File: config.mk
export PLATFORM = sky130hd
export DESIGN_NAME = pc_sequencer
export DESIGN_NICKNAME = d
export VERILOG_FILES = /design/src/rtl/pc_sequencer.sv
export SDC_FILE = /design/constraint.sdc
export NUM_CORES = 1
export LEC_CHECK = 0
export BUFFER_PORTS_ARGS = -buffer_cell sky130_fd_sc_hd__clkbuf_2
export CAP_MARGIN = 20
export CORE_UTILIZATION = 56
export CTS_CLUSTER_DIAMETER = 30
export DETAILED_ROUTE_END_ITERATION = 12
export PLACE_DENSITY = 0.92
export SYNTH_ARGS = -nofsm -noshare
export SYNTH_HDL_FRONTEND = slang
export SYNTH_SLANG_ARGS = --single-unit
File: constraint.sdc
create_clock -name clk -period 4.9 [get_ports clk]
set_input_delay 0.735 -clock clk [delete_from_list [all_inputs] [get_ports clk]]
set_output_delay 0.735 -clock clk [all_outputs]
set_load 0.005 [all_outputs]
File: src/rtl/pc_sequencer.sv
// pc_sequencer: program counter owner and next-PC sequencer for the MIPS32 core.
// Selects among sequential, branch, jump and jump-register targets, tolerates
// instruction-memory wait states and core stalls, and keeps a redirect pending
// until the outstanding fetch completes.
// Optional macro BRANCH_DELAY_SLOT_EN: a non-sequential target is taken only
// after the delay-slot instruction (pc_plus4) has been fetched.
module pc_sequencer #(
    parameter logic [31:0] RESET_PC = 32'h0000_0000
) (
    input  logic        clk,
    input  logic        rst_n,
    input  logic        imem_ready,
    input  logic        stall,
    input  logic        branch_taken,
    input  logic [15:0] branch_offset,
    input  logic        jump,
    input  logic [25:0] jump_index,
    input  logic        jump_reg,
    input  logic [31:0] jr_target,
    output logic [31:0] pc,
    output logic [31:0] pc_plus4,
    output logic        fetch_valid,
    output logic        redirect,
    output logic        misaligned_err
);

`ifdef BRANCH_DELAY_SLOT_EN
    typedef enum logic [1:0] {S_IDLE, S_RUN, S_WAIT, S_DLY} state_t;
`else
    typedef enum logic [1:0] {S_IDLE, S_RUN, S_WAIT} state_t;
`endif

    state_t      r_state;
    state_t      w_state_nxt;
    logic [31:0] r_pc;
    logic [31:0] w_pc_nxt;
    logic        r_pend_vld;
    logic        w_pend_vld_nxt;
    logic [31:0] r_pend_tgt;    // pending redirect, or stored target while in the delay slot
    logic [31:0] w_pend_tgt_nxt;
    logic        r_redirect;
    logic        w_redirect_nxt;
    logic        r_mis;
    logic        w_mis_nxt;

    logic [31:0] w_pc_plus4;
    logic [31:0] w_br_off;
    logic [31:0] w_sel_tgt;
    logic        w_sel_ns;      // a non-sequential source is requested
    logic        w_sel_mis;     // JR selected with a misaligned register value
    logic        w_done;

    assign w_pc_plus4 = r_pc + 32'd4;
    assign w_br_off   = {{14{branch_offset[15]}}, branch_offset, 2'b00};
    assign w_done     = imem_ready & ~stall;

    // Priority select of the requested target: JR > J > branch > sequential.
    always_comb begin
        w_sel_tgt = w_pc_plus4;
        w_sel_ns  = 1'b0;
        w_sel_mis = 1'b0;
        if (jump_reg) begin
            w_sel_tgt = {jr_target[31:2], 2'b00};
            w_sel_ns  = 1'b1;
            w_sel_mis = (jr_target[1:0] != 2'b00);
        end else if (jump) begin
            w_sel_tgt = {w_pc_plus4[31:28], jump_index, 2'b00};
            w_sel_ns  = 1'b1;
        end else if (branch_taken) begin
            w_sel_tgt = w_pc_plus4 + w_br_off;
            w_sel_ns  = 1'b1;
        end
    end

    // Next-state, next-PC and pulse generation.
    always_comb begin
        w_state_nxt    = r_state;
        w_pc_nxt       = r_pc;
        w_pend_vld_nxt = r_pend_vld;
        w_pend_tgt_nxt = r_pend_tgt;
        w_redirect_nxt = 1'b0;
        w_mis_nxt      = 1'b0;
        case (r_state)
            S_IDLE: begin
                w_state_nxt = S_RUN;
            end
            S_RUN: begin
                if (!imem_ready) begin
                    // Fetch stalls on memory: remember any redirect until it completes.
                    w_state_nxt = S_WAIT;
                    if (w_sel_ns) begin
                        w_pend_vld_nxt = 1'b1;
                        w_pend_tgt_nxt = w_sel_tgt;
                        w_mis_nxt      = w_sel_mis;
                    end
                end else if (!stall) begin
                    w_mis_nxt = w_sel_mis;
                    if (w_sel_ns) begin
`ifdef BRANCH_DELAY_SLOT_EN
                        w_pc_nxt       = w_pc_plus4;
                        w_pend_vld_nxt = 1'b1;
                        w_pend_tgt_nxt = w_sel_tgt;
                        w_state_nxt    = S_DLY;
`else
                        w_pc_nxt       = w_sel_tgt;
                        w_redirect_nxt = 1'b1;
`endif
                    end else begin
                        w_pc_nxt = w_pc_plus4;
                    end
                end
            end
            S_WAIT: begin
                if (w_done) begin
                    w_state_nxt    = S_RUN;
                    w_pend_vld_nxt = 1'b0;
                    if (r_pend_vld) begin
`ifdef BRANCH_DELAY_SLOT_EN
                        w_pc_nxt       = w_pc_plus4;
                        w_pend_vld_nxt = 1'b1;
                        w_state_nxt    = S_DLY;
`else
                        w_pc_nxt       = r_pend_tgt;
                        w_redirect_nxt = 1'b1;
`endif
                    end else begin
                        w_pc_nxt = w_pc_plus4;
                    end
                end
            end
`ifdef BRANCH_DELAY_SLOT_EN
            S_DLY: begin
                if (w_done) begin
                    w_pc_nxt       = r_pend_tgt;
                    w_pend_vld_nxt = 1'b0;
                    w_redirect_nxt = 1'b1;
                    w_state_nxt    = S_RUN;
                end
            end
`endif
            default: begin
                w_state_nxt = S_IDLE;
            end
        endcase
    end

    // State and datapath registers; reset discards any pending target.
    always_ff @(posedge clk or negedge rst_n) begin
        if (!rst_n) begin
            r_state    <= S_IDLE;
            r_pc       <= RESET_PC;
            r_pend_vld <= 1'b0;
            r_pend_tgt <= 32'h0;
            r_redirect <= 1'b0;
            r_mis      <= 1'b0;
        end else begin
            r_state    <= w_state_nxt;
            r_pc       <= w_pc_nxt;
            r_pend_vld <= w_pend_vld_nxt;
            r_pend_tgt <= w_pend_tgt_nxt;
            r_redirect <= w_redirect_nxt;
            r_mis      <= w_mis_nxt;
        end
    end

    assign pc             = r_pc;
    assign pc_plus4       = w_pc_plus4;
    assign fetch_valid    = (r_state != S_IDLE);
    assign redirect       = r_redirect;
    assign misaligned_err = r_mis;

endmodule

Word-level counts from Yosys, hierarchy flattened
Cells that the tools add are included.

operators by class
  reduce and logical (&&, ||, !) cells = 8
  eq/ne operators = 7
  muxes and demuxes = 30
  bitwise gates (word level) = 3
  add/subtract/negate cells = 2

operator list
  cell                                            number
  2-to-1 mux 32 bit                               8
  case mux 32 bit (2 select lines)                1
  adder 32 x 3 -> 32 bit (second input constant)  1
  adder 32 bit                                    1
  2-to-1 mux 1 bit                                16
  != test 2 bit (second input constant)           5
  AND reduction 4 bit                             2
  case mux 2 bit (3 select lines)                 1
  nonzero test 2 bit                              3
  2-to-1 mux 2 bit                                2
  case mux 1 bit (2 select lines)                 2
  AND reduction 3 bit                             1
  == test 2 x 1 -> 1 bit (second input constant)  1
  == test 2 bit (second input constant)           1
  logical NOT 2 bit                               1
  inverter 1 bit                                  2
  AND reduction 2 bit                             1
  AND 1 bit                                       1

storage, ports and cells
  bits in registers = 69
  input port bits = 81

Longest topological paths before layout
  depth in word-level cells = 9
  depth in mapped cells = 19

Worst setup path before layout
Ideal clock, no wire load.

  kind = reg2reg
  start point = register r_pc[2] (netlist: pc[2])
  end point = register r_pc[23] (netlist: pc[23])
  library setup time = 82 ps
  stages on the path, launching flop included = 19
  setup slack = 1068 ps
  arrival time = 3751 ps
  data required time = 4818 ps
  clock period less this slack = 3832 ps
  cell sequence = dfrtp_1 ha_1 and4_1 and2_1 and4_1 nand3_1 xor2_1 inv_1 ha_1 a21o_1 a21o_1 a21oi_2 nor2_1 a2111oi_4 and3_1 a2111oi_0 o21a_1 or3_1 a31oi_1

on the way
  word-level cells in the longest chain between the ends = 9
  elaborated cells on any way between the ends = 11

ends and longest elaborated chain
  item                              line  source
  from (decl)                       35    logic [31:0] r_pc;
  from (signal assigned)            158   r_pc <= w_pc_nxt;
  adder 32 x 3 -> 32 bit            53    assign w_pc_plus4 = r_pc + 32'd4;
  net pc_plus4[16]                  21    output logic [31:0] pc_plus4,
  adder 32 bit                      70    w_sel_tgt = w_pc_plus4 + w_br_off;
  2-to-1 mux 32 bit                 69    end else if (branch_taken) begin
  2-to-1 mux 32 bit                 66    end else if (jump) begin
  2-to-1 mux 32 bit                 62    if (jump_reg) begin
  2-to-1 mux 32 bit                 98    if (w_sel_ns) begin
  2-to-1 mux 32 bit                 96    end else if (!stall) begin
  2-to-1 mux 32 bit                 88    if (!imem_ready) begin
  case mux 32 bit (2 select lines)  83    case (r_state)

The timed path passes the listed nets, and every way through them passes these cells. The select of a mux whose other input is x is not followed.
A chain may end at the register's enable or synchronous reset.

Worst setup path after layout
  start point = register r_pc[11] (netlist: pc[11])
  end point = register r_pc[29] (netlist: pc[29])

on the way
  word-level cells in the longest chain between the ends = 9
  elaborated cells on any way between the ends = 11

ends and longest elaborated chain
  item                                  line
  adder 32 x 3 -> 32 bit (*)            53
  adder 32 bit                          70
  2-to-1 mux 32 bit                     69
  2-to-1 mux 32 bit                     66
  2-to-1 mux 32 bit                     62
  2-to-1 mux 32 bit                     98
  2-to-1 mux 32 bit                     96
  2-to-1 mux 32 bit                     88
  case mux 32 bit (2 select lines) (*)  83

Every way passes the cells marked *; elsewhere a longest branch is shown, timed or not. The select of a mux whose other input is x is not followed.

==> impl_metrics.json <==
{
  "fmax_ghz": 0.219,
  "setup_ws_ps": 331,
  "synth_flop_cell": "dfrtp_1",
  "cts.path.max_buffers": 2,
  "design_area_sq_um": 7470,
  "p_per_area_nw_per_um2": 621,
  "cts_buffers": 9,
  "final_nets": 1079,
  "slew-limit-headroom": 0.244,
  "critPathMaxFanout": 8,
  "async_reset_ff_frac": 1.00,
  "final.setup.tns_ps": 0,
  "netlist.area_leader.share": 0.273,
  "h-tree-depth": 3,
  "drc": 0,
  "firstDrtPassIters": 6,
  "grt_pass1_vias": 6600,
  "clkLatencyLatePin_ps": 340,
  "syn_area_sq_um": 6340,
  "peakVddDrop_v": 0.000414,
  "dr.first_iter.drc_count": 796,
  "max-cap-violations": 0,
  "hold_viol": 0,
  "finalSetupViolations": 0,
  "yosys.area.top_type": "dfrtp_1",
  "synth_cells": 829,
  "placed_area_sq_um": 7200,
  "antenna_found_initial": 0,
  "cp.arrival_ps": 4790,
  "yosysUniqueCellTypes": 60,
  "routed_wirelength_um": 22100,
  "cts_root_buffer": "clkbuf_16",
  "tritoncts": "done",
  "report.final.slew_viol_count": 0,
  "grt_pass1_wl_um": 34200,
  "ys.warnings.count": 0,
  "rsz0062_at_grt": "no",
  "leakage_nw": 3.54,
  "synthSimpleGateAreaFrac": 0.217,
  "synth-compound-area-share": 0.284,
  "post-cts-setup-buffers": 0,
  "ant_nets": 0,
  "yosys.area_share.adder": 0.0802,
  "crit_path_max_incr_delay_ps": 480,
  "cp-startpoint": "pc[11]",
  "antenna_cells": 0,
  "wl_per_cell_um": 20.0,
  "start_util": 0.579,
  "seq_area_frac_synth": 0.273,
  "tightest_slew_ps": 1130,
  "grt_max_degree": 58,
  "synth_edf_count": 0,
  "die-area_sq_um": 11700,
  "synth_nets": 950,
  "status": "complete, no violations",
  "final_cells": 1103,
  "synth_top_cells_by_area": "dfrtp_1, nand2_1, ha_1",
  "nFillCells": 968,
  "synth_top_family_by_area": "compound AO/OA/AOI/OAI gates",
  "critPathSlowestCell": "dfrtp_1",
  "grt_util_all_layers": 0.383,
  "die-width_um": 108,
  "min_path_type": "input port to asynchronous set/reset pin",
  "worstPathCellList": "nand4_1 -> nor2_1 -> nand4_1 -> nor2_1 -> nand3_1 -> xnor2_1 -> ha_1 -> and3_1 -> nor3b_1 -> nand2_1 -> nand2_1 -> a31oi_1 -> mux2i_1 -> o21a_1 -> a21oi_1 -> a21oi_1 -> a221o_1",
  "vias": 7219,
  "cp-end-kind": "flop",
  "coreArea_sq_um": 10900,
  "muxShareOfSynthArea": 0.0292,
  "critPathRequiredTime_ps": 5120,
  "dp.final_hpwl_um": 16400,
  "period_share": 0.932,
  "clkSinkCount": 69,
  "dp_cells": 1087,
  "hold_buffers": 0,
  "fin_crit_ps": 4570,
  "drive_gt1_frac": 0.205,
  "finalWeightedCongestion": 0.985,
  "path_buf_inv": 0,
  "cp_top_family": "simple AND/OR/NAND/NOR gates",
  "worstSetupStartpointType": "flop",
  "pre_cts_ws_ps": 578,
  "syn_to_final_growth_pct": 17.9,
  "multi_input_area_sq_um": 4340,
  "die_h_um": 108,
  "whs_ps": 399,
  "clkTransAtPathRegs_ps": 60,
  "rows": 38,
  "syn_avg_cell_area_sq_um": 7.64,
  "worstSetupPathType": "flop to flop",
  "r2r_start": "pc[11]",
  "vias_per_cell": 6.54,
  "ctsResizeCount": 0,
  "ys_ff_latch": 69,
  "port_buffers": 147,
  "seq_area_sq_um": 1730,
  "ios": 148,
  "finClkSkew_ps": 8.41,
  "overflow": 0,
  "synth_xor_area_frac": 0.0733
}
## routing by layer
layer,global-route usage,vias up,share of wire
met2,0.606,513,0.45
li1,-,3272,-
met4,0.200,0,0.050
met3,0.0723,90,0.11
met1,0.496,3344,0.39
met5,0,-,0
## logic make-up after synthesis
kind of cell    Yosys count
buf+inv                  69
simple gates            307
compound gates          273
mux                      18
fa+ha+maj                40
flops                    69
xor+xnor                 53
## cells in the mapped netlist (8+ instances only)
cell / instances
and3_1: 11
a31oi_1: 9
o21a_1: 8
nand4_1: 14
nand3_1: 14
dfrtp_1: 69
nand2_1: 136
xnor2_1: 29
a21o_1: 22
a221oi_1: 18
nor2_1: 82
o21ai_0: 64
a21oi_1: 70
xor2_1: 24
mux2i_1: 14
inv_1: 17
nor3_1: 15
and2_1: 9
o211ai_1: 13
clkbuf_1: 35
ha_1: 39
## report_power, final
part	leakage (nW)	total [mW]	internal [mW]	switching [mW]
registers	0.832	1.10	0.819	0.285
logic	2.58	2.94	1.19	1.74
clock network	0.129	0.602	0.342	0.260
total	3.54	4.64	2.35	2.29
## layout by cell type, fill, tap and decap left out, types with 4 or more instances in the layout
master,Yosys,routed
a211o_1,4,4
a211oi_1,4,4
a21o_1,22,22
a21oi_1,70,70
a221o_1,7,7
a221oi_1,18,18
a31oi_1,9,9
and2_1,9,9
and3_1,11,11
and4_1,5,5
buf_4,2,21
clkbuf_16,0,9
clkbuf_2,0,146
dfrtp_1,69,69
ha_1,39,39
inv_1,17,17
mux2_2,4,4
mux2i_1,14,14
nand2_1,136,136
nand2b_1,5,5
nand3_1,14,14
nand4_1,14,14
nor2_1,82,82
nor3_1,15,15
o211ai_1,13,13
o21a_1,8,8
o21ai_0,64,64
o21bai_1,4,4
o22ai_1,6,6
o2bb2ai_1,4,4
o31ai_1,7,7
or3_1,4,4
xnor2_1,29,29
xor2_1,24,24
## flip-flops by register name (all words and copies together) (netlist names)
register / cells
misaligned_err: 1
pc: 32
r_pend_tgt: 32
r_pend_vld: 1
r_state: 2
redirect: 1
## worst register-to-register path, stage by stage (launching register included)
cell and delay, ps:
dfrtp_1 480, nand4_1 190, nor2_1 330, nand4_1 380
nor2_1 450, nand3_1 150, xnor2_1 460, ha_1 320
and3_1 220, nor3b_1 390, nand2_1 110, nand2_1 80
a31oi_1 60, mux2i_1 150, o21a_1 110, a21oi_1 150
a21oi_1 90, a221o_1 320
## per-stage QoR
step           utilization  total power [mW]
2_1_floorplan            -              2.96
3_3_place_gp         0.659              3.90
3_5_place_dp         0.659              3.95
4_1_cts              0.683              4.57
5_1_grt              0.683              4.96
6_report             0.683              4.64
## final timing paths
| kind | to | slack [ps] | cells past startpoint |
|---|---|---|---|
| setup / recovery | pc[29] | 330 | 17 |
| hold / removal | pc[11] | 400 | 1 |
| setup reg to reg | pc[29] | 330 | 17 |
| hold reg to reg | r_pend_tgt[9] | 470 | 2 |
| max in group asynchronous | pc[24] | 3500 | 2 |
| min in group clk | r_pend_tgt[9] | 470 | 2 |
## area by class of cell
cell class	instances	area share
multi-input cells	691	0.581
flip-flops and latches	69	0.231
repair buffers	168	0.120
clock buffers	10	0.0306
well taps	140	0.0234
inverters	19	0.00954
clock inverters	6	0.00519
Note: power is estimated with default switching activity, not from simulation.
